**src/rtl/saida_pkg.sv**
```systemverilog
// Shared types and constants for the 5-digit BCD output sequencer.
// Also holds the leading-zero blanking helper.
package saida_pkg;

  typedef enum logic [1:0] {StIdle, StShift, StLatch} estado_e;

  localparam int unsigned NUM_DIGITS  = 5;
  localparam logic [4:0]  BLANK_RESET = 5'b11110;

  // Bit k is set when digit k and every digit above it are zero; the units digit is never blanked.
  function automatic logic [4:0] calc_apaga(input logic [19:0] bcd);
    logic [4:0] mask;
    logic       zero;
    mask = '0;
    zero = 1'b1;
    for (int k = 4; k >= 1; k--) begin
      zero    = zero && (bcd[4*k +: 4] == 4'd0);
      mask[k] = zero;
    end
    return mask;
  endfunction

endpackage

```
**src/rtl/controle_saida_if.sv**
```systemverilog
// Print-request handshake and registered digit outputs between the core and the display path.
interface controle_saida_if #(
  parameter int unsigned DATA_WIDTH = 16
);
  logic                  imprime;
  logic                  limpa;
  logic [DATA_WIDTH-1:0] data;
  logic                  pronto;
  logic                  atualizado;
  logic [3:0]            dezenaMilhar;
  logic [3:0]            unidadeMilhar;
  logic [3:0]            centena;
  logic [3:0]            dezena;
  logic [3:0]            unidade;
  logic [4:0]            apaga;

  modport master (
    output imprime, limpa, data,
    input  pronto, atualizado, dezenaMilhar, unidadeMilhar, centena, dezena, unidade, apaga
  );

  modport slave (
    input  imprime, limpa, data,
    output pronto, atualizado, dezenaMilhar, unidadeMilhar, centena, dezena, unidade, apaga
  );
endinterface

```
**src/rtl/corrige_bcd.sv**
```systemverilog
// Double-dabble correction cell: adds 3 to a BCD nibble that is 5 or more.
module corrige_bcd (
  input  logic [3:0] entrada,
  output logic [3:0] saida
);
  always_comb begin
    saida = entrada;
    if (entrada >= 4'd5) saida = entrada + 4'd3;
  end
endmodule

```
**src/rtl/controle_saida.sv**
```systemverilog
// Serial binary-to-BCD sequencer: one double-dabble step per clock, digits latched only
// once the conversion completes, plus leading-zero blank mask and update pulse.
module controle_saida
  import saida_pkg::*;
#(
  parameter int unsigned DATA_WIDTH = 16
) (
  input logic              clk,
  input logic              rst_n,
  controle_saida_if.slave  bus
);

  localparam logic [4:0] LastCnt = 5'(DATA_WIDTH - 1);

  estado_e               state_q, state_d;
  logic [DATA_WIDTH-1:0] shift_q, shift_d;
  logic [19:0]           bcd_q, bcd_d;
  logic [19:0]           bcd_corr;
  logic [4:0]            cnt_q, cnt_d;
  logic [19:0]           digits_q, digits_d;
  logic [4:0]            apaga_q, apaga_d;
  logic                  atual_q, atual_d;

  for (genvar g = 0; g < NUM_DIGITS; g++) begin : g_corr
    corrige_bcd u_corr (
      .entrada (bcd_q[4*g +: 4]),
      .saida   (bcd_corr[4*g +: 4])
    );
  end

  always_comb begin
    state_d  = state_q;
    shift_d  = shift_q;
    bcd_d    = bcd_q;
    cnt_d    = cnt_q;
    digits_d = digits_q;
    apaga_d  = apaga_q;
    atual_d  = 1'b0;

    unique case (state_q)
      StIdle: begin
        if (bus.imprime) begin
          shift_d = bus.data;
          bcd_d   = '0;
          cnt_d   = '0;
          state_d = StShift;
        end
      end
      StShift: begin
        {bcd_d, shift_d} = {bcd_corr, shift_q} << 1;
        cnt_d            = cnt_q + 5'd1;
        if (cnt_q == LastCnt) state_d = StLatch;
      end
      StLatch: begin
        digits_d = bcd_q;
        apaga_d  = calc_apaga(bcd_q);
        atual_d  = 1'b1;
        state_d  = StIdle;
      end
      default: state_d = StIdle;
    endcase

    // Clear wins over everything, including a simultaneous print request.
    if (bus.limpa) begin
      digits_d = '0;
      apaga_d  = BLANK_RESET;
      atual_d  = 1'b1;
      state_d  = StIdle;
    end
  end

  always_ff @(posedge clk or negedge rst_n) begin
    if (!rst_n) begin
      state_q  <= StIdle;
      shift_q  <= '0;
      bcd_q    <= '0;
      cnt_q    <= '0;
      digits_q <= '0;
      apaga_q  <= BLANK_RESET;
      atual_q  <= 1'b0;
    end else begin
      state_q  <= state_d;
      shift_q  <= shift_d;
      bcd_q    <= bcd_d;
      cnt_q    <= cnt_d;
      digits_q <= digits_d;
      apaga_q  <= apaga_d;
      atual_q  <= atual_d;
    end
  end

  assign bus.pronto        = (state_q == StIdle);
  assign bus.atualizado    = atual_q;
  assign bus.dezenaMilhar  = digits_q[19:16];
  assign bus.unidadeMilhar = digits_q[15:12];
  assign bus.centena       = digits_q[11:8];
  assign bus.dezena        = digits_q[7:4];
  assign bus.unidade       = digits_q[3:0];
  assign bus.apaga         = apaga_q;

endmodule

```
**src/flat_wrapper.sv**
```systemverilog
// flat-port wrapper written by rule: the top's interface ports become plain ports
module controle_saida_flat import saida_pkg::*;
#(
  parameter int unsigned DATA_WIDTH = 16
)
  (clk, rst_n, bus_imprime, bus_limpa, bus_data, bus_pronto, bus_atualizado, bus_dezenaMilhar, bus_unidadeMilhar, bus_centena, bus_dezena, bus_unidade, bus_apaga);
  controle_saida_if #(.DATA_WIDTH(DATA_WIDTH)) bus_i ();
  input logic clk;
  input logic rst_n;
  input wire logic [$bits(bus_i.imprime)-1:0] bus_imprime;
  input wire logic [$bits(bus_i.limpa)-1:0] bus_limpa;
  input wire logic [$bits(bus_i.data)-1:0] bus_data;
  output wire logic [$bits(bus_i.pronto)-1:0] bus_pronto;
  output wire logic [$bits(bus_i.atualizado)-1:0] bus_atualizado;
  output wire logic [$bits(bus_i.dezenaMilhar)-1:0] bus_dezenaMilhar;
  output wire logic [$bits(bus_i.unidadeMilhar)-1:0] bus_unidadeMilhar;
  output wire logic [$bits(bus_i.centena)-1:0] bus_centena;
  output wire logic [$bits(bus_i.dezena)-1:0] bus_dezena;
  output wire logic [$bits(bus_i.unidade)-1:0] bus_unidade;
  output wire logic [$bits(bus_i.apaga)-1:0] bus_apaga;
  assign bus_i.imprime = bus_imprime;
  assign bus_i.limpa = bus_limpa;
  assign bus_i.data = bus_data;
  assign bus_pronto = bus_i.pronto;
  assign bus_atualizado = bus_i.atualizado;
  assign bus_dezenaMilhar = bus_i.dezenaMilhar;
  assign bus_unidadeMilhar = bus_i.unidadeMilhar;
  assign bus_centena = bus_i.centena;
  assign bus_dezena = bus_i.dezena;
  assign bus_unidade = bus_i.unidade;
  assign bus_apaga = bus_i.apaga;
  controle_saida #(.DATA_WIDTH(DATA_WIDTH)) u_core (.clk(clk), .rst_n(rst_n), .bus(bus_i));
endmodule
```
**config.mk**
```make
export PLATFORM = sky130hd
export DESIGN_NAME = controle_saida_flat
export DESIGN_NICKNAME = d
export VERILOG_FILES = /design/src/rtl/saida_pkg.sv /design/src/rtl/controle_saida_if.sv /design/src/rtl/corrige_bcd.sv /design/src/rtl/controle_saida.sv /design/src/flat_wrapper.sv
export SDC_FILE = /design/constraint.sdc
export NUM_CORES = 1
export LEC_CHECK = 0
export CAP_MARGIN = 5
export CELL_PAD_IN_SITES_DETAIL_PLACEMENT = 1
export CELL_PAD_IN_SITES_GLOBAL_PLACEMENT = 2
export CORE_ASPECT_RATIO = 0.7
export CORE_MARGIN = 4
export CORE_UTILIZATION = 31
export CTS_CLUSTER_DIAMETER = 80
export DETAILED_ROUTE_END_ITERATION = 10
export PLACE_DENSITY = 0.86
export REMOVE_ABC_BUFFERS = 1
export SETUP_SLACK_MARGIN = 0.3
export SYNTH_ARGS = -nofsm -noshare
export SYNTH_HDL_FRONTEND = slang
export SYNTH_SLANG_ARGS = --single-unit
export TNS_END_PERCENT = 20
```
**constraint.sdc**
```tcl
create_clock -name clk -period 1.46 [get_ports clk]
set_input_delay 0.292 -clock clk [delete_from_list [all_inputs] [get_ports clk]]
set_output_delay 0.292 -clock clk [all_outputs]
set_load 0.01 [all_outputs]
```
---- Yosys cells after proc, flatten, opt, wreduce, memory -nomap -nowiden ----
Index checks and enable logic that the tools add are counted.
Widths: inputs -> output; s select.
cells by class
  $add $sub $neg .......................... 6
  order comparisons ....................... 5
  equal/unequal tests ..................... 6
  multiplexer cells ....................... 21
  reductions and logical operators ........ 12
operator list
  operator             number
  $mux 20              3
  $pmux 20 s2          1
  $pmux 16 s2          1
  $ge 4x3->1 const B   5
  $add 4x2->4 const B  4
  $logic_not 4->1      4
  $mux 16              1
  $mux 4               4
  $mux 5               3
  $pmux 5 s2           1
  $mux 2               3
  $add 5x1->5 const B  1
  $eq 5x4->1 const B   1
  $pmux 2 s2           1
  $reduce_and 2->1     2
  $reduce_bool 2->1    2
  $add 3x2->3 const B  1
  $logic_and 1x1->1    3
  $mux 3               1
  $ne 3x2->1 const B   1
  $ne 3x3->1 const B   1
  $eq 2x1->1 const B   1
  $eq 2x2->1 const B   1
  $logic_not 2->1      1
  other kinds (2)      3
storage, ports and cells
  flip-flop bits (word level) ............. 69
  input bits .............................. 20
  output and inout port bits .............. 27
  word-level logic and storage cells ...... 57

---- Logic depth before layout (Yosys ltp) ----
Gate-level depths: netlist of run 1.
  depth after elaboration ................. 6
  mapped depth ............................ 7
  mapped depth without buffers ............ 6

---- Cells and area by module ----
Synthesis of run 1 repeated with hierarchy kept, for this count alone.
unflattened totals
  cell total of the unflattened synthesis .. 387
  area, all modules ....................... 3437.0 um^2
by module, submodules not included
  module          instances  cells an instance  area each (um^2)  sequential area each (um^2)
  controle_saida  1          307                2930.3            1706.6
  corrige_bcd     5          16                 101.3             0.0

---- Least setup slack after synthesis of run 1 ----
No wires, ideal clock.
  kind .................................... register to register
  start ................................... register u_core.bcd_q[12]
  end ..................................... register u_core.bcd_q[14]
  library setup time ...................... 0.126 ns
  arrival time ............................ 1.299 ns
  required time ........................... 1.334 ns
  slack ................................... 0.035 ns
  stages on the path, launching flop included .. 7
  path buffers ............................ 0
  period minus slack after synthesis ...... 1.425 ns
  path through ............................ dfrtp_1 > inv_1 > ha_1 > nand2b_1 > a21oi_1 > nor3_1 > a221o_1
between the ends
  longest elaborated chain between the ends .. 3
  elaborated cells on any way between the ends .. 4
  classes of those cells .................. add/sub (1); order compare (1); mux (2)
ends and longest elaborated chain
  item                                       RTL line              source
  from (decl)                                controle_saida.sv:17  logic [19:0] bcd_q, bcd_d;
  from (signal assigned)                     controle_saida.sv:76  bcd_q <= '0;
  from (signal assigned)                     controle_saida.sv:84  bcd_q <= bcd_d;
  $add 4x2->4 or $ge 4x3->1 (tied branches)  corrige_bcd.sv:8      if (entrada >= 4'd5) saida = entrada + 4'd3;
  $mux 4 *                                   corrige_bcd.sv:8
  $pmux 20 s2 *                              controle_saida.sv:40  unique case (state_q)
Every way passes the cells marked *; elsewhere a longest branch is shown, timed or not.
A chain may end at the register's enable or synchronous reset.

---- Final worst setup path of run 1 ----
  start ................................... register u_core.bcd_q[0]
  end ..................................... register u_core.bcd_q[2]
The elaborated chain is that of the path after synthesis.

==> flow_summary_export.csv, run 1 <==
group,metric,value,unit
run_status,status,"complete, no violations",
power,clockPowerShare,0.418,
sta,fin_skew,0.00357,ns
logic_synthesis,synth_edf_count,0,
worst_setup_path,startpoint,"u_core.bcd_q[0]$_DFFE_PN0P_",
placed_design,routabilityCongestion,0.749,
logic_synthesis,yosys.cell_count.top_type,"nand2_1",
clock_tree,clock-sinks,68,
logic_synthesis,yosys.area.top_type_share,0.503,
logic_synthesis,ys_warn_count,0,
logic_synthesis,synth-main-ff-cell,"dfrtp_1",
drt,via_count,2746,
drt,vias_per_cell,4.98,
logic_synthesis,synth-seq-area-share,0.536,
clock_tree,root_buffer,"clkbuf_16",
clock_tree,h-tree-depth,3,
power,total_power,5.01,mW
power,vdd_ir_drop_max,653,µV
clock_tree,clockBufferDepth,2,
power,switchingPower,1.32,mW
logic_synthesis,syn_area_per_cell,9.81,µm²
clock_tree,insertion_delay,0.34,ns
power,leakagePower,2.14,nW
drt,wl_per_cell,17.7,µm
final_layout,num_antenna_cells,0,
clock_tree,cts_tree,"done",
floorplan,row_count,30,
worst_setup_path,r2r-end,"u_core.bcd_q[2]$_DFFE_PN0P_",
final_layout,seq_area,1710,µm²
power,power_per_cell_area,1040,nW/µm²
drt,dr.first_iter.drc_count,197,
floorplan,ios,47,
logic_synthesis,yosys-top-cells-count,"84 x nand2_1, 64 x dfrtp_1, 29 x a21oi_1",
drt,ant_nets,0,
worst_setup_path,rrSetupSlack,0.008,ns
logic_synthesis,ys_ff_latch,68,
min_path,hold_path.class,"register to register",
clock_tree,cts_buffers,9,
sta,hold_violations,0,
final_layout,syn2layout_area_growth,51.5,%
drt,drt-pass1-iter-count,4,
final_layout,multi_input_area,1690,µm²
floorplan,core,9870,µm²
worst_setup_path,worstSetupStartpointType,"register",
run,drv_cap,0,
worst_setup_path,worst_r2r_path_depth,7,
global_routing,grt_pass1_wl,14500,µm
worst_setup_path,path_class,"register to register",
final_layout,n_fill_cell,1065,
global_routing,grt_pass1_vias,2867,
sta,slew_violations,0,
power,power_switching_share,0.263,
sta,setup_viol,0,
logic_synthesis,synthTopCellsByArea,"dfrtp_1 50%, nand2_1 9.9%, ha_1 5.9%",
logic_synthesis,async_flop_share,1.00,
placed_design,dp.cells,517,
sta,fmax,0.689,GHz
sta,finalCriticalPeriod,1.45,ns
global_routing,grt_overflow,0,
placed_design,hpwl,5800,µm
final_layout,layout.nets,453,
global_routing,antenna_found_initial,0,
power,p_int,3.69,mW
final_layout,drive_above_1_share,0.359,
final_layout,postLayoutCellArea,4830,µm²
worst_setup_path,end_kind,"register",
drt,drc,0,
worst_setup_path,crit_required,1.69,ns
power,p_seq_frac,0.423,
worst_setup_path,cp_max_fo,3,
worst_setup_path,endpoint,"u_core.bcd_q[2]$_DFFE_PN0P_",
global_routing,grt_usage,0.156,
placed_design,placed_area,4020,µm²
placed_design,io_buffer_count,45,
worst_setup_path,r2r_start,"u_core.bcd_q[0]$_DFFE_PN0P_",
power,p_comb_frac,0.158,
global_routing,grt_max_degree,69,
floorplan,die_h,92.8,µm
clock_tree,clk_pin_slew,0.05,ns
sta,timing.hold.ws,0.479,ns
sta,rsz0062_at_grt,"yes",
worst_setup_path,arrival,1.68,ns
logic_synthesis,ys_types,38,
logic_synthesis,synth_area,3190,µm²
sta,period_share,0.994,
final_layout,finalNonFillerCells,551,
drt,wirelength,9750,µm
logic_synthesis,postSynthCellCount,325,
floorplan,die_area,12000,µm²
floorplan,die_w,129,µm
floorplan,start_util,0.323,
logic_synthesis,synth_top_area_cell,"dfrtp_1",
sequential cells by signal, indices dropped and copies added, names as in the netlist:
signal and flops:
u_core.cnt_q 5, u_core.bus.apaga 4, u_core.bus.atualizado 1, u_core.shift_q 16, u_core.bcd_q 20, u_core.state_q 2
u_core.digits_q 20
layout make-up:
class,instances,area share
sequential,68,0.354
multi-input combinational,225,0.350
timing repair buffer,103,0.195
clock buffer,15,0.0575
tap,128,0.0332
inverter,11,0.00855
clock inverter,1,0.00104
layer usage:
layer	up-vias	global-route usage	part of all wire
met5	-	0	0
met4	0	0.0533	0.011
met3	9	0.0507	0.035
met2	31	0.261	0.52
met1	1398	0.188	0.44
li1	1308	-	-
stage by stage:
step / TNS (ns) / utilization / setup slack (ns)
2_1_floorplan: -25.34 / - / -1.16
3_3_place_gp: -6.46 / 0.407 / -0.331
3_5_place_dp: -7.63 / 0.407 / -0.382
4_1_cts: 0 / 0.440 / 0.0509
5_1_grt: -0.193 / 0.489 / -0.0505
6_report: 0 / 0.489 / 0.00826
worst min-delay path by stage:
stage                                   startpoint                         endpoint  slack, ns  depth (start not counted)
floorplan                                    rst_n      u_core.bcd_q[0]$_DFFE_PN0P_     -0.004                          0
detailed placement                           rst_n  u_core.digits_q[13]$_DFFE_PN0P_       0.35                          2
CTS                    u_core.cnt_q[3]$_DFFE_PN0P_      u_core.cnt_q[3]$_DFFE_PN0P_       0.48                          1
global placement                             rst_n  u_core.digits_q[12]$_DFFE_PN0P_       0.35                          2
global route        u_core.shift_q[15]$_DFFE_PN0P_   u_core.shift_q[15]$_DFFE_PN0P_       0.51                          2
finish               u_core.shift_q[4]$_DFFE_PN0P_    u_core.shift_q[4]$_DFFE_PN0P_       0.48                          2
critical path: stages, from the launching register on:
cell and delay (ns):
dfrtp_2 0.45, inv_2 0.12, ha_4 0.17, nand2b_4 0.06
a21oi_4 0.23, buf_6 0.14, nand3_1 0.07, o311ai_1 0.10
cell usage in the layout, fill, tap and decap left out, drive strengths merged, types with 8 or more instances in the layout:
cell           count
nand2             84
buf               73
dfrtp             64
a21oi             29
clkdlybuf4s50     18
clkbuf            16
a22oi             15
ha                15
inv               11
dlygate4sd2       10
o21ai             10
nor2               9
o22ai              8
nand2b             8
power groups by stage:
stage | Combinational, mW | Sequential, mW | Clock, mW
global placement | 0.546 | 2.13 | 0
detailed placement | 0.575 | 2.13 | 0
global route | 0.869 | 2.14 | 2.23
floorplan | 0.263 | 2.11 | 0
finish | 0.793 | 2.12 | 2.10
CTS | 0.611 | 2.11 | 2.13
cells by family after synthesis:
kind of cell | count (synthesis) | share of synthesized area
compound gates | 83 | 0.174
other cells | 1 | 0.00118
buf+inv | 32 | 0.0487
xor+xnor | 7 | 0.0192
fa+ha+maj | 15 | 0.0589
simple gates | 119 | 0.163
flops | 68 | 0.536
repair_timing:
action	in CTS	in global routing
hold buffers	1	0
pin swaps	3	23
gates resized for setup	95	82
endpoints found under the setup margin	94	94
cloned	0	1
buffers inserted	7	9
endpoints found under the hold margin	45	0
No activity file was read; power rests on OpenSTA's default activity.
==> inputs of run 2 (changes only) <==
ABC_CLOCK_PERIOD_IN_PS = 1460   (was unset)
==> results of run 2 <==
The final DEF is identical to that of run 1; final timing and power are the same.
==> inputs of run 3 (changes only) <==
SKIP_CTS_REPAIR_TIMING = 1   (was unset)
==> flow_summary_export.csv, run 3 (synthesis gave the netlist of run 1 again) <==
group,metric,value,unit
sta,slew_violations,0,
floorplan,die_area,12000,µm²
drt,vias_per_cell,4.92,
final_layout,postLayoutCoreUtil,0.468,
power,p_int,3.65,mW
global_routing,grt_overflow,0,
final_layout,num_antenna_cells,0,
drt,via_count,2671,
worst_setup_path,end_kind,"register",
placed_design,hpwl,5800,µm
sta,setup_viol,0,
final_layout,largestRegisters,"u_core.bcd_q x20, u_core.digits_q x20, u_core.shift_q x16",
worst_setup_path,worst_r2r_path_depth,4,
power,clockPowerShare,0.427,
power,leakagePower,2.32,nW
clock_tree,clockBufferDepth,2,
clock_tree,h-tree-depth,3,
clock_tree,insertion_delay,0.34,ns
sta,fmax,0.712,GHz
power,switchingPower,1.26,mW
drt,dr.first_iter.drc_count,158,
clock_tree,root_buffer,"clkbuf_16",
min_path,hold_path.class,"register to register",
floorplan,die_w,129,µm
clock_tree,cts_tree,"done",
drt,wl_per_cell,16.8,µm
worst_setup_path,arrival,1.68,ns
sta,period_share,0.963,
floorplan,die_h,92.8,µm
power,power_per_cell_area,1060,nW/µm²
worst_setup_path,worstSetupStartpointType,"register",
drt,ant_nets,0,
clock_tree,clk_pin_slew,0.05,ns
final_layout,drive_above_1_share,0.275,
sta,rsz0062_at_grt,"yes",
final_layout,final_cell_mix,"84 x nand2_1, 63 x dfrtp_1, 42 x buf_4, 24 x a21oi_1, 19 x dlymetal6s2s_1",
floorplan,start_util,0.323,
power,p_comb_frac,0.142,
worst_setup_path,cp_max_fo,11,
worst_setup_path,crit_required,1.73,ns
global_routing,grt_pass1_vias,2805,
power,p_seq_frac,0.431,
drt,wirelength,9140,µm
global_routing,antenna_found_initial,0,
drt,drc,0,
worst_setup_path,rrSetupSlack,0.05,ns
final_layout,final_common_cell,"nand2_1",
worst_setup_path,path_class,"register to register",
final_layout,syn2layout_area_growth,45.1,%
floorplan,core,9870,µm²
sta,hold_violations,0,
power,power_switching_share,0.257,
sta,finalCriticalPeriod,1.41,ns
run_status,status,"complete, no violations",
global_routing,grt_pass1_wl,14100,µm
global_routing,grt_usage,0.151,
floorplan,row_count,30,
global_routing,grt_max_degree,69,
clock_tree,cts_buffers,9,
drt,drt-pass1-iter-count,4,
placed_design,routabilityCongestion,0.749,
power,total_power,4.91,mW
clock_tree,clock-sinks,68,
run,drv_cap,0,
final_layout,layout.nets,445,
placed_design,io_buffer_count,45,
power,vdd_ir_drop_max,618,µV
sta,fin_skew,0.00399,ns
floorplan,ios,47,
min_path,min_path_cells,2,
run 3: worst paths after layout:
| kind | start | end |
|---|---|---|
| setup / recovery | u_core.state_q[1]$_DFFE_PN0P_ | u_core.bcd_q[19]$_DFFE_PN0P_ |
| hold / removal | u_core.shift_q[7]$_DFFE_PN0P_ | u_core.shift_q[7]$_DFFE_PN0P_ |
| setup reg to reg | u_core.state_q[1]$_DFFE_PN0P_ | u_core.bcd_q[19]$_DFFE_PN0P_ |
| hold reg to reg | u_core.shift_q[7]$_DFFE_PN0P_ | u_core.shift_q[7]$_DFFE_PN0P_ |
| min in group asynchronous | rst_n | u_core.digits_q[13]$_DFFE_PN0P_ |
| max in group asynchronous | rst_n | u_core.bus.apaga[4]$_DFFE_PN1P_ |
run 3: per-layer routing:
layer | part of all wire | up-vias | global-route usage
met5 | 0 | - | 0
met4 | 0.018 | 0 | 0.0533
met3 | 0.049 | 13 | 0.0507
met2 | 0.50 | 43 | 0.245
met1 | 0.43 | 1328 | 0.187
li1 | - | 1287 | -
run 3: final cells by class:
| type | count | area (µm²) |
|---|---|---|
| Clock buffer | 15 | 278 |
| Clock inverter | 1 | 5.00 |
| Fill cell | 1090 | 5250 |
| Inverter | 11 | 41.3 |
| Multi-Input combinational cell | 225 | 1500 |
| Sequential cell | 68 | 1710 |
| Tap cell | 128 | 160 |
| Timing Repair Buffer | 95 | 931 |
run 3: metrics by stage:
step | instances | instance area [µm²] | TNS (ns) | worst slack (ns) | hold WS, ns
6_report | 543 | 4620 | 0 | 0.0546 | 0.482
5_1_grt | 543 | 4620 | -0.0447 | -0.0307 | 0.509
3_5_place_dp | 517 | 4020 | -7.63 | -0.382 | 0.346
4_1_cts | 533 | 4300 | -3.38 | -0.324 | -0.0143
2_1_floorplan | 304 | 3070 | -25.34 | -1.16 | -0.00359
3_3_place_gp | 517 | 4020 | -6.46 | -0.331 | 0.346
run 3: worst max-delay path, stage by stage, from the launching register on:
cell	delay [ns]
dfrtp_2	0.48
nand2b_2	0.25
buf_4	0.21
o31ai_2	0.23
a32o_1	0.17
run 3: power by group through the flow:
stage	Combinational, mW	Clock [mW]	Sequential (mW)
2_1_floorplan	0.263	0	2.11
3_3_place_gp	0.546	0	2.13
3_5_place_dp	0.575	0	2.13
4_1_cts	0.581	2.13	2.10
5_1_grt	0.769	2.22	2.13
6_report	0.700	2.09	2.12
==> patch 1 (flow settings as in run 3) <==
`shift_q` no longer has a reset.
--- a/src/rtl/controle_saida.sv
+++ b/src/rtl/controle_saida.sv
@@ -74,3 +74,2 @@
       state_q  <= StIdle;
-      shift_q  <= '0;
       bcd_q    <= '0;
@@ -82,3 +81,2 @@
       state_q  <= state_d;
-      shift_q  <= shift_d;
       bcd_q    <= bcd_d;
@@ -89,2 +87,6 @@
     end
+  end
+
+  always_ff @(posedge clk) begin
+    shift_q <= shift_d;
   end
Behaviour: same outputs for any inputs over 10 cycles, from zero or initial values and one cycle with rst_n low; that may be too few to reach the edited logic, so the function may still have changed.
==> patch 1 against run 3 <==
- final area grew 1.6%
- clock power is essentially flat
- via count shrank 4.9%
- synthesized area shrank 2.6%
- non-clock buffer count grew 6
- synthesized cell count shrank 13%
- total power shrank 1.1%
- routed wire length shrank 0.72%
- worst setup slack lost 0.048 ns
- die area shrank 2.4%
- sequential cell count is the same
- critical path depth grew 1
==> patch 1: results (changes against run 3) <==
Run status
  – Status: completed (unchanged)

Drt
  – Met1 WL: 4020 µm (was 3970 µm)
  – Routed met3 length: 415 µm (was 447 µm)
  – Met2 routed WL: 4490 µm (was 4560 µm)
  – Initial drt markers: 153 (was 158)

Cells and area
  – Nets: 416 (was 445)
  – Fillers: 1043 (was 1090)
  – Final cell count without fillers: 514 (was 543)
  – Share of layout cells above drive strength 1: 31.1% (was 27.5%)

Logic synthesis
  – Number of synthesized flops with an enable pin: 16 (was 0)
  – Synth async-reset ratio: 76.5% (was 100%)
  – Synth unique cells: 39 (was 38)
  – XOR/XNOR Fraction of Synth Area: 1.41% (was 1.92%)
  – Area contributors post-synth: dfrtp_1 39%, edfxtp_1 15%, nand2_1 7.1% (was dfrtp_1 50%, nand2_1 9.9%, ha_1 5.9%)
  – Fraction of the yosys area taken by sequential cells: 57.5% (was 53.6%)
  – Synth top area share: 38.7% (was 50.3%)
  – Synth Area in Compound Gates: 16.7% (was 17.4%)
  – Commonest cells in the synthesized netlist: 59 x nand2_1, 48 x dfrtp_1, 21 x a22o_1, 16 x edfxtp_1, 15 x ha_1 (was 84 x nand2_1, 64 x dfrtp_1, 29 x a21oi_1, 15 x a22oi_1, 15 x ha_1)
  – Post-synthesis cell count: 284 (was 325)

Worst setup path
  – Crit path max fanout: 4 (was 11)
  – Slowest stage delay, CP: 0.43 ns (was 0.48 ns)
  – Slowest CP cell: dfrtp_1 (was dfrtp_2)
  – Worst setup path start: u_core.bcd_q[12] (was u_core.state_q[1])
  – FF-to-FF End: u_core.bcd_q[14] (was u_core.bcd_q[19])

Global routing
  – Number of global-route vias before repair: 2731 (was 2805)
  – Total Routing Usage GR: 15.1% (about the same)
  – M3 GR Usage: 5.01% (was 5.07%)
  – Largest net degree at the start of global routing: 53 (was 69)
  – Met1 Use GR: 18.9% (was 18.7%)
  – Grt met2 use: 25.3% (was 24.5%)

Hold path
  – Min-delay worst type: in2async (was reg2reg)

Place
  – Placed Area: 0.00400 mm² (was 0.00402 mm²)
  – Pre-CTS WS: -0.250 ns (was -0.382 ns)
  – Dpl hpwl: 5710 µm (was 5800 µm)
  – Placer Congestion: 0.757 (was 0.749)

Pwr
  – Clk network pwr share: 43.1% (was 42.7%)
  – Max IR drop VDD: 527 µV (was 618 µV)

STA
  – WHS: 0.485 ns (was 0.482 ns)
[patch 1: cell types whose count changed in the layout (fill, tap and decap cells not counted), sizes merged, moves of 4 or more]
cell / run 3 / this run
buf: 54 / 60
edfxtp: 0 / 16
clkbuf: 18 / 11
dfrtp: 64 / 48
nand2: 84 / 59
clkinv: 1 / 5
a22o: 1 / 21
a22oi: 15 / 0
a21oi: 29 / 14
[patch 1: worst max-delay path, delay by kind of cell (launching register included)]
family,cells,cell delay [ns]
AND/OR/NAND/NOR,2,0.23
flip-flops,1,0.43
adder cells (fa/ha/maj),1,0.23
AO/OA/AOI/OAI,2,0.44
[patch 1: area by class of cell]
| type | instances | area (µm²) | share of cell area (%) |
|---|---|---|---|
| sequential | 68 | 1790 | 38.1 |
| multi-input combinational | 188 | 1380 | 29.4 |
| timing repair buffer | 101 | 1030 | 22.0 |
| clock buffer | 10 | 229 | 4.88 |
| tap | 128 | 160 | 3.41 |
| clock inverter | 6 | 55.1 | 1.17 |
| inverter | 13 | 51.3 | 1.09 |
==> patch 2 (flow settings as in run 3) <==
Made on the original files. `DATA_WIDTH` is set to 16 in 3 places; all go to 32.
--- a/src/rtl/controle_saida_if.sv
+++ b/src/rtl/controle_saida_if.sv
@@ -2,3 +2,3 @@
 interface controle_saida_if #(
-  parameter int unsigned DATA_WIDTH = 16
+  parameter int unsigned DATA_WIDTH = 32
 );
--- a/src/rtl/controle_saida.sv
+++ b/src/rtl/controle_saida.sv
@@ -5,3 +5,3 @@
 #(
-  parameter int unsigned DATA_WIDTH = 16
+  parameter int unsigned DATA_WIDTH = 32
 ) (
--- a/src/flat_wrapper.sv
+++ b/src/flat_wrapper.sv
@@ -3,3 +3,3 @@
 #(
-  parameter int unsigned DATA_WIDTH = 16
+  parameter int unsigned DATA_WIDTH = 32
 )
Ports: changed (resized bus_data); port bits go from 47 to 63. The function was not compared with the original's and may differ.
==> patch 2 against run 3 <==
- die area up 26%
- routed wire length grew 41%
- total power up 23%
- worst setup slack lost 0.036 ns
- maximum frequency down 2.5%
- synthesized area increased by 28%
- final cell count increased by 26%
- core utilization increased by 0.68 points
- final area increased by 30%
- first-iteration DRC count is 1.3% higher
- sequential cell count rose by 16
- critical path depth up 2
==> patch 2: results (changes against run 3) <==
Run status
  – Status: completed (unchanged)

Cells and area
  – Largest regs: u_core.shift_q: 32 flops, u_core.bcd_q: 20 flops, u_core.digits_q: 20 flops (was u_core.bcd_q: 20 flops, u_core.digits_q: 20 flops, u_core.shift_q: 16 flops)
  – Diode count: 0 (unchanged)
  – Nets: 566 (was 445)
  – Share of layout cells above drive strength 1: 25.4% (was 27.5%)
  – Fillers: 1360 (was 1090)

Place
  – Dpl hpwl: 8040 µm (was 5800 µm)
  – Dpl cells: 647 (was 517)
  – Placer Congestion: 0.764 (was 0.749)
  – Pre-CTS WS: -0.394 ns (was -0.382 ns)
  – Port Buf Inserts: 61 (was 45)

Global routing
  – Total Routing Usage GR: 15.5% (was 15.1%)
  – Number of global-route vias before repair: 3772 (was 2805)
  – Initial antenna violation count: 0 (unchanged)
  – GR Overflow Total: 0 (unchanged)
  – First-pass GRT wire length: 19200 µm (was 14100 µm)
  – Largest net degree at the start of global routing: 37 (was 69)

Logic synthesis
  – Synth unique cells: 43 (was 38)
  – Synth async-reset ratio: 100% (unchanged)
  – Top_reg_cell synth: dfrtp_1 (unchanged)
  – Avg Synthesized Cell Area: 9.86 µm² (was 9.81 µm²)
  – Commonest cells in the synthesized netlist: 80 x dfrtp_1, 63 x nand2_1, 47 x a21oi_1, 39 x o21ai_0, 30 x a22oi_1 (was 84 x nand2_1, 64 x dfrtp_1, 29 x a21oi_1, 15 x a22oi_1, 15 x ha_1)
  – Area contributors post-synth: dfrtp_1 49%, nand2_1 5.8%, a21oi_1 5.8% (was dfrtp_1 50%, nand2_1 9.9%, ha_1 5.9%)
  – Fraction of the yosys area taken by sequential cells: 51.6% (was 53.6%)
  – Synth warnings: 0 (unchanged)

Pwr
  – Internal: 0.00452 W (was 0.00365 W)
  – Leakage: 2.86 nW (was 2.32 nW)
  – Max IR drop VDD: 575 µV (was 618 µV)

Worst setup path
  – Worst path arrival time: 1.65 ns (was 1.68 ns)
  – Slowest CP cell: dfrtp_1 (was dfrtp_2)
  – Top Family by Delay on Critical Path: flip-flops (unchanged)
  – Crit path max fanout: 4 (was 11)
  – Slowest stage delay, CP: 0.44 ns (was 0.48 ns)

Drt
  – Total Wirelength: 12900 µm (was 9140 µm)
  – Post-DR vias/cell: 5.28 (was 4.92)
  – Initial drt markers: 160 (was 158)
  – Vias: 3600 (was 2671)
  – Pre-antenna DRT Iters: 4 (unchanged)

Hold path
  – Min-delay worst type: in2async (was reg2reg)

Clock network
  – Clock latency on the worst-skew pair: 0.34 ns (about the same)
  – Number of CTS-inserted buffers: 9 (unchanged)
  – Clock buffer depth: 2 (unchanged)
  – H-Tree Depth: 3 (unchanged)
  – Root buf cell: clkbuf_16 (unchanged)
  – Reg clk slew, reported paths: 0.06 ns

STA
  – Setup-failing EPs final: 0 (unchanged)
  – Clock Skews: 0.00811 ns (was 0.00399 ns)
==> patch 2: cell types whose count changed in the layout (fill, tap and decap cells not counted), sizes merged, moves of 13 or more <==
cell | run 3 | this run
dfrtp | 64 | 80
nor2b | 1 | 14
o21ai | 10 | 40
a22oi | 15 | 30
a21oi | 29 | 47
clkdlybuf4s50 | 18 | 33
nand2 | 84 | 63
==> patch 2: routing by layer <==
metal	global-route usage [%]	vias up	wire length, µm
li1	-	1674	-
met1	19.7	1854	5910
met2	26.1	58	6390
met3	3.96	14	418
met4	4.40	0	169
met5	0	-	0
==> patch 2: worst reg2reg max path: stages (launching register included) <==
cell      delay (ns)
dfrtp_1         0.44
inv_2           0.11
ha_2            0.21
nand2b_1        0.09
a21oi_2         0.19
xnor2_1         0.17
o22ai_2         0.10
==> patch 2: worst paths after layout <==
check	cells after the start	to	from	slack [ns]
max in group asynchronous	3	u_core.state_q[0]	rst_n	0.53
min in group clk	2	u_core.shift_q[5]	u_core.shift_q[5]	0.49
setup reg to reg	6	u_core.bcd_q[1]	u_core.bcd_q[0]	0.02
hold / removal	2	u_core.shift_q[2]	rst_n	0.40
setup / recovery	6	u_core.bcd_q[1]	u_core.bcd_q[0]	0.02
hold reg to reg	2	u_core.shift_q[5]	u_core.shift_q[5]	0.49
==> patch 2: logic make-up (layout without fill, tap and decap cells) <==
family / count (synthesis) / count (layout) / synth area share (%)
buffers and inverters: 42 / 145 / 5.06
xor gates and xnor gates: 7 / 7 / 1.50
adders and majority gates: 15 / 15 / 4.60
other: 1 / 1 / 0.0919
DFF: 84 / 84 / 51.6
AOI/OAI and AO/OA: 150 / 150 / 22.9
and+or+nand+nor: 115 / 118 / 14.2
==> patch 2: power by group through the flow <==
stage	registers (W)	logic (W)	clock network, W
6_report	0.00263	0.000801	0.00259
3_5_place_dp	0.00264	0.000664	0
4_1_cts	0.00260	0.000673	0.00264
5_1_grt	0.00264	0.000878	0.00272
2_1_floorplan	0.00262	0.000291	0
3_3_place_gp	0.00263	0.000633	0
==> patch 2: cell type report <==
| class | count | area share (%) |
|---|---|---|
| well taps | 162 | 3.38 |
| repair buffers | 118 | 21.8 |
| flip-flops and latches | 84 | 35.2 |
| multi-input cells | 291 | 33.3 |
| inverters | 11 | 0.729 |
| clock buffers | 13 | 4.50 |
| clock inverters | 3 | 1.13 |
==> patch 2: stage by stage <==
stage	TNS (ns)	cell area, µm²
5_1_grt	-0.212	6000
2_1_floorplan	-32.91	3920
6_report	0	6000
3_5_place_dp	-15.42	5110
4_1_cts	-5.44	5450
3_3_place_gp	-12.77	5110
